===== src/rtl/sseg_arbiter.sv =====
// Round-robin owner arbitration for the shared seven-segment display, with a
// minimum dwell per owner and a registered display-value mux feeding sseg.in.
module sseg_arbiter #(
   parameter int NREQ = 4,
   parameter int W = 16,
   parameter int DWELL = 10_000_000,
   parameter logic [W-1:0] IDLE_VAL = '0
) (
   input  logic              clk,
   input  logic              rst,
   input  logic [NREQ-1:0]   req,
   input  logic [NREQ*W-1:0] data,
   output logic [NREQ-1:0]   gnt,
   output logic [2:0]        owner,
   output logic              busy,
   output logic              switched,
   output logic [W-1:0]      disp_val
);

   localparam int CW = $clog2(DWELL + 1);

   typedef enum logic [1:0] {IDLE, HOLD, OPEN} state_t;

   state_t          state_reg;
   logic [CW-1:0]   dwell_reg;
   logic [2:0]      last_owner_reg;

   logic [W-1:0]    data_arr [NREQ];
   logic [2:0]      pick;
   logic [NREQ-1:0] pick_oh;
   logic [W-1:0]    pick_val;
   logic [W-1:0]    owner_val;
   logic            owner_req;
   logic            others_req;
   logic            dwell_done;
   logic            do_grant;
   logic            go_idle;

   for (genvar gi = 0; gi < NREQ; gi++) begin : g_split
      assign data_arr[gi] = data[gi*W +: W];
   end

   // Larger k is assigned first so the nearest requester after last_owner wins;
   // k == NREQ is last_owner itself, which therefore has the lowest priority.
   always_comb begin
      pick = last_owner_reg;
      for (int k = NREQ; k >= 1; k--) begin
         for (int i = 0; i < NREQ; i++) begin
            if (req[i] && ((int'(last_owner_reg) + k) % NREQ) == i)
               pick = 3'(i);
         end
      end
   end

   always_comb begin
      pick_oh   = '0;
      pick_val  = '0;
      owner_val = '0;
      for (int i = 0; i < NREQ; i++) begin
         pick_oh[i] = (pick == 3'(i));
         if (pick_oh[i])
            pick_val = data_arr[i];
         if (gnt[i])
            owner_val = data_arr[i];
      end
   end

   // In IDLE gnt is zero, so owner_req is 0 and the release path doubles as
   // the idle-grant path. A zero counter in HOLD already behaves as OPEN, which
   // makes the hold exactly DWELL cycles long.
   always_comb begin
      owner_req  = |(req & gnt);
      others_req = |(req & ~gnt);
      dwell_done = (state_reg == OPEN) || (dwell_reg == '0);
      do_grant   = 1'b0;
      go_idle    = 1'b0;
      if (!owner_req) begin
         do_grant = |req;
         go_idle  = ~|req;
      end else if (dwell_done) begin
         do_grant = others_req;
      end
   end

   always_ff @(posedge clk) begin
      if (rst) begin
         state_reg      <= IDLE;
         dwell_reg      <= '0;
         last_owner_reg <= 3'(NREQ - 1);
         gnt            <= '0;
         owner          <= '0;
         busy           <= 1'b0;
         switched       <= 1'b0;
         disp_val       <= IDLE_VAL;
      end else begin
         switched <= do_grant;
         if (do_grant) begin
            state_reg      <= HOLD;
            dwell_reg      <= CW'(DWELL - 1);
            last_owner_reg <= pick;
            gnt            <= pick_oh;
            owner          <= pick;
            busy           <= 1'b1;
            disp_val       <= pick_val;
         end else if (go_idle) begin
            state_reg <= IDLE;
            dwell_reg <= '0;
            gnt       <= '0;
            busy      <= 1'b0;
            disp_val  <= IDLE_VAL;
         end else begin
            disp_val <= owner_val;
            if (dwell_done)
               state_reg <= OPEN;
            else
               dwell_reg <= dwell_reg - CW'(1);
         end
      end
   end

endmodule


===== config.mk =====
export PLATFORM = sky130hd
export DESIGN_NAME = sseg_arbiter
export DESIGN_NICKNAME = d
export VERILOG_FILES = /design/src/rtl/sseg_arbiter.sv
export SDC_FILE = /design/constraint.sdc
export NUM_CORES = 1
export LEC_CHECK = 0
export ABC_AREA = 0
export CORE_MARGIN = 10
export CORE_UTILIZATION = 45
export DETAILED_ROUTE_END_ITERATION = 10
export PLACE_DENSITY = 0.74
export SYNTH_ARGS = -nofsm -noshare
export SYNTH_HDL_FRONTEND = slang
export SYNTH_SLANG_ARGS = --single-unit

===== constraint.sdc =====
create_clock -name clk -period 4.76 [get_ports clk]
set_input_delay 0.952 -clock clk [delete_from_list [all_inputs] [get_ports clk]]
set_output_delay 0.952 -clock clk [all_outputs]
set_load 0.01 [all_outputs]

==> flow_results.xml <==
<?xml version="1.0" encoding="UTF-8"?>
<metrics>
  <group name="synth">
    <metric name="synthesis.nets" unit="">503</metric>
    <metric name="asyncSetResetFlopFracSynth" unit="%">0</metric>
    <metric name="synth_area_per_cell" unit="um^2">7.55</metric>
    <metric name="synthesis.instances" unit="">432</metric>
    <metric name="number_of_different_library_cells_in_the_post_synthesis_netlist" unit="">50</metric>
    <metric name="post_synth_fa_ha_maj_area_fraction" unit="%">0.383</metric>
    <metric name="synth_compound_area_share" unit="%">25.6</metric>
    <metric name="share_of_synthesized_area_spent_on_multiplexers" unit="%">7.40</metric>
    <metric name="synth_ff_type" unit="">sky130_fd_sc_hd__dfxtp_1</metric>
    <metric name="yosys.area_share.simple" unit="%">24.2</metric>
    <metric name="synth-seq-cells" unit="">53</metric>
    <metric name="synthesis.area" unit="um^2">3260</metric>
    <metric name="xor_xnor_fraction_of_synth_area" unit="%">2.42</metric>
    <metric name="synth_seq_area_share" unit="%">32.5</metric>
    <metric name="synth-edff-count" unit="">0</metric>
    <metric name="synth.yosys.warnings" unit="">0</metric>
    <metric name="main_combinational_cell_family_by_area_after_synthesis" unit="">compound AO/OA/AOI/OAI gates</metric>
  </group>
  <group name="setup_path">
    <metric name="timing.critical_path.fanout_max" unit="">21</metric>
    <metric name="cpPeakStageDelay" unit="ns">0.60</metric>
    <metric name="timing.rr.end" unit="">dwell_reg[3]$_SDFFE_PP0P_</metric>
    <metric name="worst_path_required" unit="ns">4.99</metric>
    <metric name="worst-r2r-cell-count" unit="">8</metric>
    <metric name="cpMaxStageDelayCell" unit="">sky130_fd_sc_hd__clkdlybuf4s50_1</metric>
    <metric name="crit_path_frequent_cell" unit="">sky130_fd_sc_hd__nor3_1</metric>
    <metric name="reg2reg_slack" unit="ns">1.97</metric>
    <metric name="startpoint" unit="">req[0]</metric>
    <metric name="critPathTopFamily" unit="">simple AND/OR/NAND/NOR gates</metric>
    <metric name="worstReg2RegStart" unit="">dwell_reg[0]$_SDFFE_PP0P_</metric>
    <metric name="critPathKind" unit="">in2reg</metric>
    <metric name="worstPathCellList" unit="">clkdlybuf4s50_1, a22o_1, nor3_1, nor3_1, nor2_1, buf_4, or3_1, o221ai_1</metric>
    <metric name="crit_path_start_kind" unit="">primary input</metric>
    <metric name="worstPathBufferInverterCount" unit="">2</metric>
    <metric name="cp-end-kind" unit="">flop</metric>
    <metric name="crit_arrival" unit="ns">3.49</metric>
  </group>
  <group name="cts">
    <metric name="postCtsSetupRepairBufs" unit="">0</metric>
    <metric name="clock_sink_count" unit="">53</metric>
    <metric name="worst_skew_pair.late_latency" unit="ns">0.32</metric>
    <metric name="ctsResizeCount" unit="">0</metric>
    <metric name="max-clock-path-buffers" unit="">2</metric>
    <metric name="cts.htree.levels" unit="">2</metric>
    <metric name="clk_pin_slew_worst_paths" unit="ns">0.09</metric>
    <metric name="cts.hold.buffers_added" unit="">0</metric>
    <metric name="cts_tree" unit="">done</metric>
    <metric name="root_buf_cell" unit="">sky130_fd_sc_hd__clkbuf_8</metric>
    <metric name="tritoncts.num_buffers" unit="">5</metric>
  </group>
  <group name="die">
    <metric name="floorplan.die_area" unit="um^2">11100</metric>
    <metric name="die_h" unit="um">105</metric>
    <metric name="floorplan.io_pins" unit="">95</metric>
    <metric name="starting_utilization_of_the_core_area" unit="%">47.2</metric>
    <metric name="placement_rows" unit="">30</metric>
    <metric name="coreArea" unit="um^2">6910</metric>
    <metric name="chipWidth" unit="um">105</metric>
  </group>
  <group name="finish">
    <metric name="flow.area_growth_from_synthesis" unit="%">34.5</metric>
    <metric name="inserted_diodes" unit="">0</metric>
    <metric name="final_util" unit="%">63.6</metric>
    <metric name="drive_above_1_share" unit="%">6.40</metric>
    <metric name="finish.net_count" unit="">586</metric>
    <metric name="fillerInstances" unit="">646</metric>
    <metric name="layout.cells.most_common" unit="">sky130_fd_sc_hd__clkdlybuf4s50_1</metric>
    <metric name="most-common-layout-cells" unit="">sky130_fd_sc_hd__clkdlybuf4s50_1, sky130_fd_sc_hd__nor2_1, sky130_fd_sc_hd__dfxtp_1</metric>
    <metric name="largest_register_ffs" unit="">24</metric>
  </group>
  <group name="global_routing">
    <metric name="grt_start_max_net_pins" unit="">26</metric>
    <metric name="grt.overflow.total" unit="">0</metric>
    <metric name="grt_pass1_vias" unit="">3384</metric>
    <metric name="wire_length_of_the_first_global_routing_pass" unit="mm">16.7</metric>
    <metric name="track_usage" unit="%">17.8</metric>
    <metric name="grt_antenna_before_repair" unit="">0</metric>
  </group>
  <group name="timing">
    <metric name="slew_headroom" unit="%">42.6</metric>
    <metric name="timing.final.hold_violations" unit="">0</metric>
    <metric name="setup-violations-final" unit="">0</metric>
    <metric name="final.setup.tns" unit="ns">0</metric>
    <metric name="period_utilization" unit="%">68.6</metric>
    <metric name="maxClockFrequency" unit="MHz">306</metric>
    <metric name="grt_setup_unrepaired" unit="">false</metric>
    <metric name="fin_crit" unit="ns">3.26</metric>
    <metric name="timing_worst_slew_pin_value" unit="ns">0.861</metric>
    <metric name="slew_violations" unit="">0</metric>
    <metric name="clock_skew" unit="ns">0.0125</metric>
  </group>
  <group name="drt">
    <metric name="drt-vias-per-instance" unit="">5.70</metric>
    <metric name="detailedRoute.firstIterationViolations" unit="">125</metric>
    <metric name="drt.antenna.violating_nets" unit="">0</metric>
    <metric name="routedWlPerCell" unit="um">16.9</metric>
    <metric name="drc_errors" unit="">0</metric>
    <metric name="route.vias.total" unit="">3487</metric>
    <metric name="drt_total_wl" unit="mm">10.3</metric>
    <metric name="dr.pass1.iters" unit="">5</metric>
  </group>
  <group name="place">
    <metric name="finalWeightedCongestion" unit="">0.883</metric>
    <metric name="io_buffers" unit="">94</metric>
    <metric name="place_hpwl" unit="mm">7.85</metric>
  </group>
  <group name="flow_run">
    <metric name="max_cap_violation_count" unit="">0</metric>
  </group>
  <group name="min_path">
    <metric name="hp-class" unit="">reg2reg</metric>
    <metric name="whs_endpoint" unit="">state_reg[0]$_SDFFE_PP0P_</metric>
    <metric name="min-delay-start" unit="">state_reg[0]$_SDFFE_PP0P_</metric>
    <metric name="whs_path_depth" unit="">2</metric>
  </group>
  <group name="power_and_ir_drop">
    <metric name="power.density" unit="nW/um^2">472</metric>
    <metric name="leakagePower" unit="uW">0.00170</metric>
    <metric name="irDropWorstVdd" unit="uV">298</metric>
  </group>
  <group name="run_status">
    <metric name="outcome" unit="">finished, final reports clean</metric>
  </group>
</metrics>
## cell type report
cell class / instances / area [um^2] / share of cell area (%)
Clock buffer: 5 / 68.8 / 1.57
Multi-Input combinational cell: 318 / 1980 / 45.2
Timing Repair Buffer: 104 / 1020 / 23.1
Tap cell: 96 / 120 / 2.74
Inverter: 33 / 124 / 2.82
Sequential cell: 53 / 1060 / 24.2
Clock inverter: 3 / 17.5 / 0.399
## stage by stage
step,instances,hold slack [ns],power (uW),setup slack [ns],instance area (um^2)
6_report,612,0.483,2070,1.50,4390
4_1_cts,612,0.485,2080,1.52,4390
3_5_place_dp,604,0.464,1820,1.22,4300
3_3_place_gp,604,0.453,1810,1.28,4300
5_1_grt,612,0.508,2220,1.30,4390
2_1_floorplan,432,0.438,1380,2.08,3260
## power breakdown
group | switching, uW | total [uW] | internal [uW]
logic | 605 | 1150 | 545
clock network | 151 | 253 | 102
registers | 99.4 | 671 | 572
## Yosys cell counts, drive strengths merged, types with 12 or more instances
| master | instances | area [um^2] |
|---|---|---|
| dfxtp | 53 | 1060 |
| o21ai | 29 | 145 |
| nor3 | 22 | 130 |
| o22ai | 15 | 93.8 |
| a22oi | 12 | 90.1 |
| inv | 33 | 124 |
| a21oi | 40 | 204 |
| nand2 | 22 | 82.6 |
| nor2 | 58 | 218 |
| o221ai | 12 | 105 |
| clkbuf | 21 | 78.8 |
| mux2i | 23 | 230 |
## worst reg2reg max path, cell delays in order (launching register included)
cell,delay (ns)
sky130_fd_sc_hd__dfxtp_1,0.34
sky130_fd_sc_hd__inv_1,0.08
sky130_fd_sc_hd__ha_1,0.21
sky130_fd_sc_hd__nor4b_1,0.37
sky130_fd_sc_hd__nand4_1,0.20
sky130_fd_sc_hd__o21ai_0,0.60
sky130_fd_sc_hd__and2_1,0.54
sky130_fd_sc_hd__o21ai_0,0.18
sky130_fd_sc_hd__a21oi_1,0.19
## worst max path at each step
stage	to	slack, ns	depth (start not counted)
2_1_floorplan	disp_val[10]$_SDFF_PP0_	2.08	7
3_3_place_gp	disp_val[2]$_SDFF_PP0_	1.28	8
3_5_place_dp	disp_val[5]$_SDFF_PP0_	1.22	8
4_1_cts	disp_val[12]$_SDFF_PP0_	1.52	8
5_1_grt	disp_val[10]$_SDFF_PP0_	1.30	8
6_report	disp_val[12]$_SDFF_PP0_	1.50	8
## layer usage
| layer | part of all wire (%) | global-route usage (%) | up-vias |
|---|---|---|---|
| met5 | 0 | 0 | - |
| li1 | - | - | 1740 |
| met4 | 1.0 | 5.10 | 0 |
| met2 | 47 | 29.9 | 139 |
| met1 | 42 | 20.0 | 1598 |
| met3 | 11 | 7.56 | 10 |
## cell families (layout without fill, tap and decap cells)
group	after synthesis	in the layout
and+or+nand+nor	151	151
xor gates and xnor gates	9	9
adders and majority gates	1	1
AOI/OAI and AO/OA	133	133
DFF	53	53
muxes	24	24
buffers and inverters	61	145
No activity file was read; power rests on OpenSTA's default activity.
==> patch: new RTL, same settings <==
The parameter `W` goes from 16 to 14.
--- a/src/rtl/sseg_arbiter.sv
+++ b/src/rtl/sseg_arbiter.sv
@@ -2,7 +2,7 @@
 // minimum dwell per owner and a registered display-value mux feeding sseg.in.
 module sseg_arbiter #(
    parameter int NREQ = 4,
-   parameter int W = 16,
+   parameter int W = 14,
    parameter int DWELL = 10_000_000,
    parameter logic [W-1:0] IDLE_VAL = '0
 ) (
Interface: changed (resized data and disp_val); port bits go from 95 to 85. No check against the original RTL was run, so the function may have changed too.
==> patch against the original RTL <==
- sequential share of layout area rose by 0.24 points
- combinational power shrank 9.6%
- count of clock-buffer cells in the layout rose by 2
- maximum frequency is 1.9% higher
- power shrank 3.7%
- critical path depth decreased by 1
- wire length fell by 5.3%
- cell count fell by 9.6%
- sequential cell count fell by 2
- area after synthesis fell by 1.9%
- global-route usage decreased by 0.58 points
- setup slack gained 0.061 ns
- cell area down 4.7%
==> patch: results (changes against the original RTL) <==
Synth
  • Register area share after synthesis: 31.9% (-0.62 points)
  • Commonest cells in the netlist: 51 x dfxtp_1, 34 x nor2_1, 31 x a21oi_1
  • Largest cells by area after synthesis: dfxtp_1 32%, mux2i_1 9.4%, a21oi_1 4.8%, nor2_1 4.0%, mux2_2 3.9%
  • Async SR Flop Fraction: 0% (unchanged)
  • Net Count, Synth: 450 (-11%)
  • Yosys Warn Count: 0 (unchanged)
  • Unique cell type count in the Yosys netlist: 59 (+18%)

Clock network
  • Reg clk slew, reported paths: 0.10 ns
  • Root Buffer Master: clkbuf_8
  • Clock tree buffer depth: 2 (unchanged)
  • Post-CTS Hold Fix Bufs: 0 (unchanged)
  • Max H-tree Level: 2 (unchanged)
  • Clk_lat worst skew: 0.31 ns
  • Post-cts sizing count: 0 (unchanged)
  • CTS Buf Count: 5 (unchanged)
  • Post-CTS Setup Bufs: 0 (unchanged)

Detailed routing
  • Starting DRT DRC Count: 195 (+56%)
  • First-pass DRT Iterations: 4 (-1)
  • DR WL/cell: 17.7 um (+4.8%)
  • Avg Vias per Cell: 5.84 (+2.5%)

Critical path
  • Max incr delay on CP: 0.62 ns (+0.02 ns)
  • CP max-delay cell: nand2_1
  • Critical Path AT: 3.36 ns (-0.13 ns)
  • R2r startpoint: gnt[2]
  • Crit path to: disp_val[13]
  • Setup crit start: req[1]
  • Top delay family on crit path: simple AND/OR/NAND/NOR gates
  • R2r endpoint: disp_val[4]
  • Max FO, Critical Path: 22 (+4.8%)
  • Worst reg-to-reg setup slack: 1.80 ns (-0.17 ns)
  • Reg2reg path depth: 5 (-3)

Cells and area
  • N_diodes: 0 (unchanged)
  • Fill count: 627 (-2.9%)
  • Share of post-route cells with drive strength above 1: 7.88% (+1.5 points)
  • Max reg flops: 24 (unchanged)
  • Nets@finish: 519 (-11%)

Placed design
  • Pre-CTS setup slack: 1.23 ns (+0.00289 ns)
  • Detailed placement HPWL: 7210 um (-8.2%)
  • # port buffers: 84 (-11%)
  • Gp weighted congestion: 0.816 (-7.6%)

Global routing
  • Vias in the first global route: 3132 (-7.4%)
  • GRT Total Usage: 17.2% (-0.58 points)
  • First-pass GRT wire length: 15800 um (-5.2%)
  • Initial antenna violation count: 0 (unchanged)
  • Largest net degree at the start of global routing: 33 (+27%)

Status
  • Status: finished clean

Timing
  • Clk_skew: 0.00745 ns (-0.00503 ns)
  • Fin crit period: 3.20 ns (-0.0610 ns)
  • Slew margin rel.: 19.0% (-24 points)

Hold path
  • Worst Hold Class: reg -> reg
  • Hold depth: 2 (unchanged)

Power and ir drop
  • Leakage: 0.00158 uW (-7.3%)
  • Peak VDD IR: 215 uV (-28%)
[patch: cell types whose count changed after synthesis, moves of 6 or more]
cell and change:
mux2i_1 +7, nor2_1 -24, a21oi_1 -8, inv_1 -23
a221oi_1 +7, clkbuf_1 -6, o221ai_1 -12, o21ai_0 -16
a22oi_1 -9, mux2_2 +10, nor2b_1 +6
[patch: final cells by class]
cell class / instances / area, um2 / share of cell area [%]
Timing Repair Buffer: 88 / 871 / 20.8
Sequential cell: 51 / 1020 / 24.4
Clock buffer: 7 / 96.3 / 2.30
Multi-Input combinational cell: 299 / 2030 / 48.4
Tap cell: 96 / 120 / 2.87
Inverter: 11 / 41.3 / 0.987
Clock inverter: 1 / 7.51 / 0.179
[patch: cells by family (layout without fill, tap and decap cells)]
logic type	Yosys count	count (layout)	share of synthesized area (%)
XOR/XNOR	10	10	2.74
adder cells (fa/ha/maj)	1	1	0.391
multiplexers	41	41	13.3
buffers and inverters	37	107	5.36
AO/OA/AOI/OAI	108	108	23.0
flip-flops	51	51	31.9
AND/OR/NAND/NOR	139	139	23.4
[patch: worst register-to-register path: stages (launching register included)]
cell and delay [ns]:
dfxtp_1 1.05, o2111ai_1 0.34, nor2_1 0.33, a21o_2 0.29
nand2_1 0.52, o22ai_1 0.33
[patch: per-stage QoR]
| stage | area, um2 | std cells | utilization, % |
|---|---|---|---|
| 3_5_place_dp | 4080 | 545 | 59.4 |
| 4_1_cts | 4180 | 553 | 60.9 |
| 3_3_place_gp | 4080 | 545 | 59.4 |
| 5_1_grt | 4180 | 553 | 60.9 |
| 2_1_floorplan | 3200 | 387 | - |
| 6_report | 4180 | 553 | 60.9 |
[patch: worst min-delay path by stage]
stage,start,to,slack [ns]
floorplan,dwell_reg[1],dwell_reg[1],0.44
global placement,dwell_reg[1],dwell_reg[1],0.46
detailed placement,dwell_reg[1],dwell_reg[1],0.46
CTS,dwell_reg[1],dwell_reg[1],0.47
global route,dwell_reg[1],dwell_reg[1],0.49
finish,dwell_reg[1],dwell_reg[1],0.47
[patch: per-layer routing]
layer  GRT usage [%]  wire (um)  up-vias  share of wire, %
met3            3.41        513       12               5.2
li1                -          -     1581                 -
met5               0          0        -                 0
met1            20.3       4170     1533                43
met4            5.67        173        0               1.8
met2            30.1       4920      104                50
[patch: where the power goes]
group          internal (uW)  switching, uW  leakage, uW
sequential               552            124     0.000422
clock                    133            148    0.0000505
combinational            518            523      0.00111
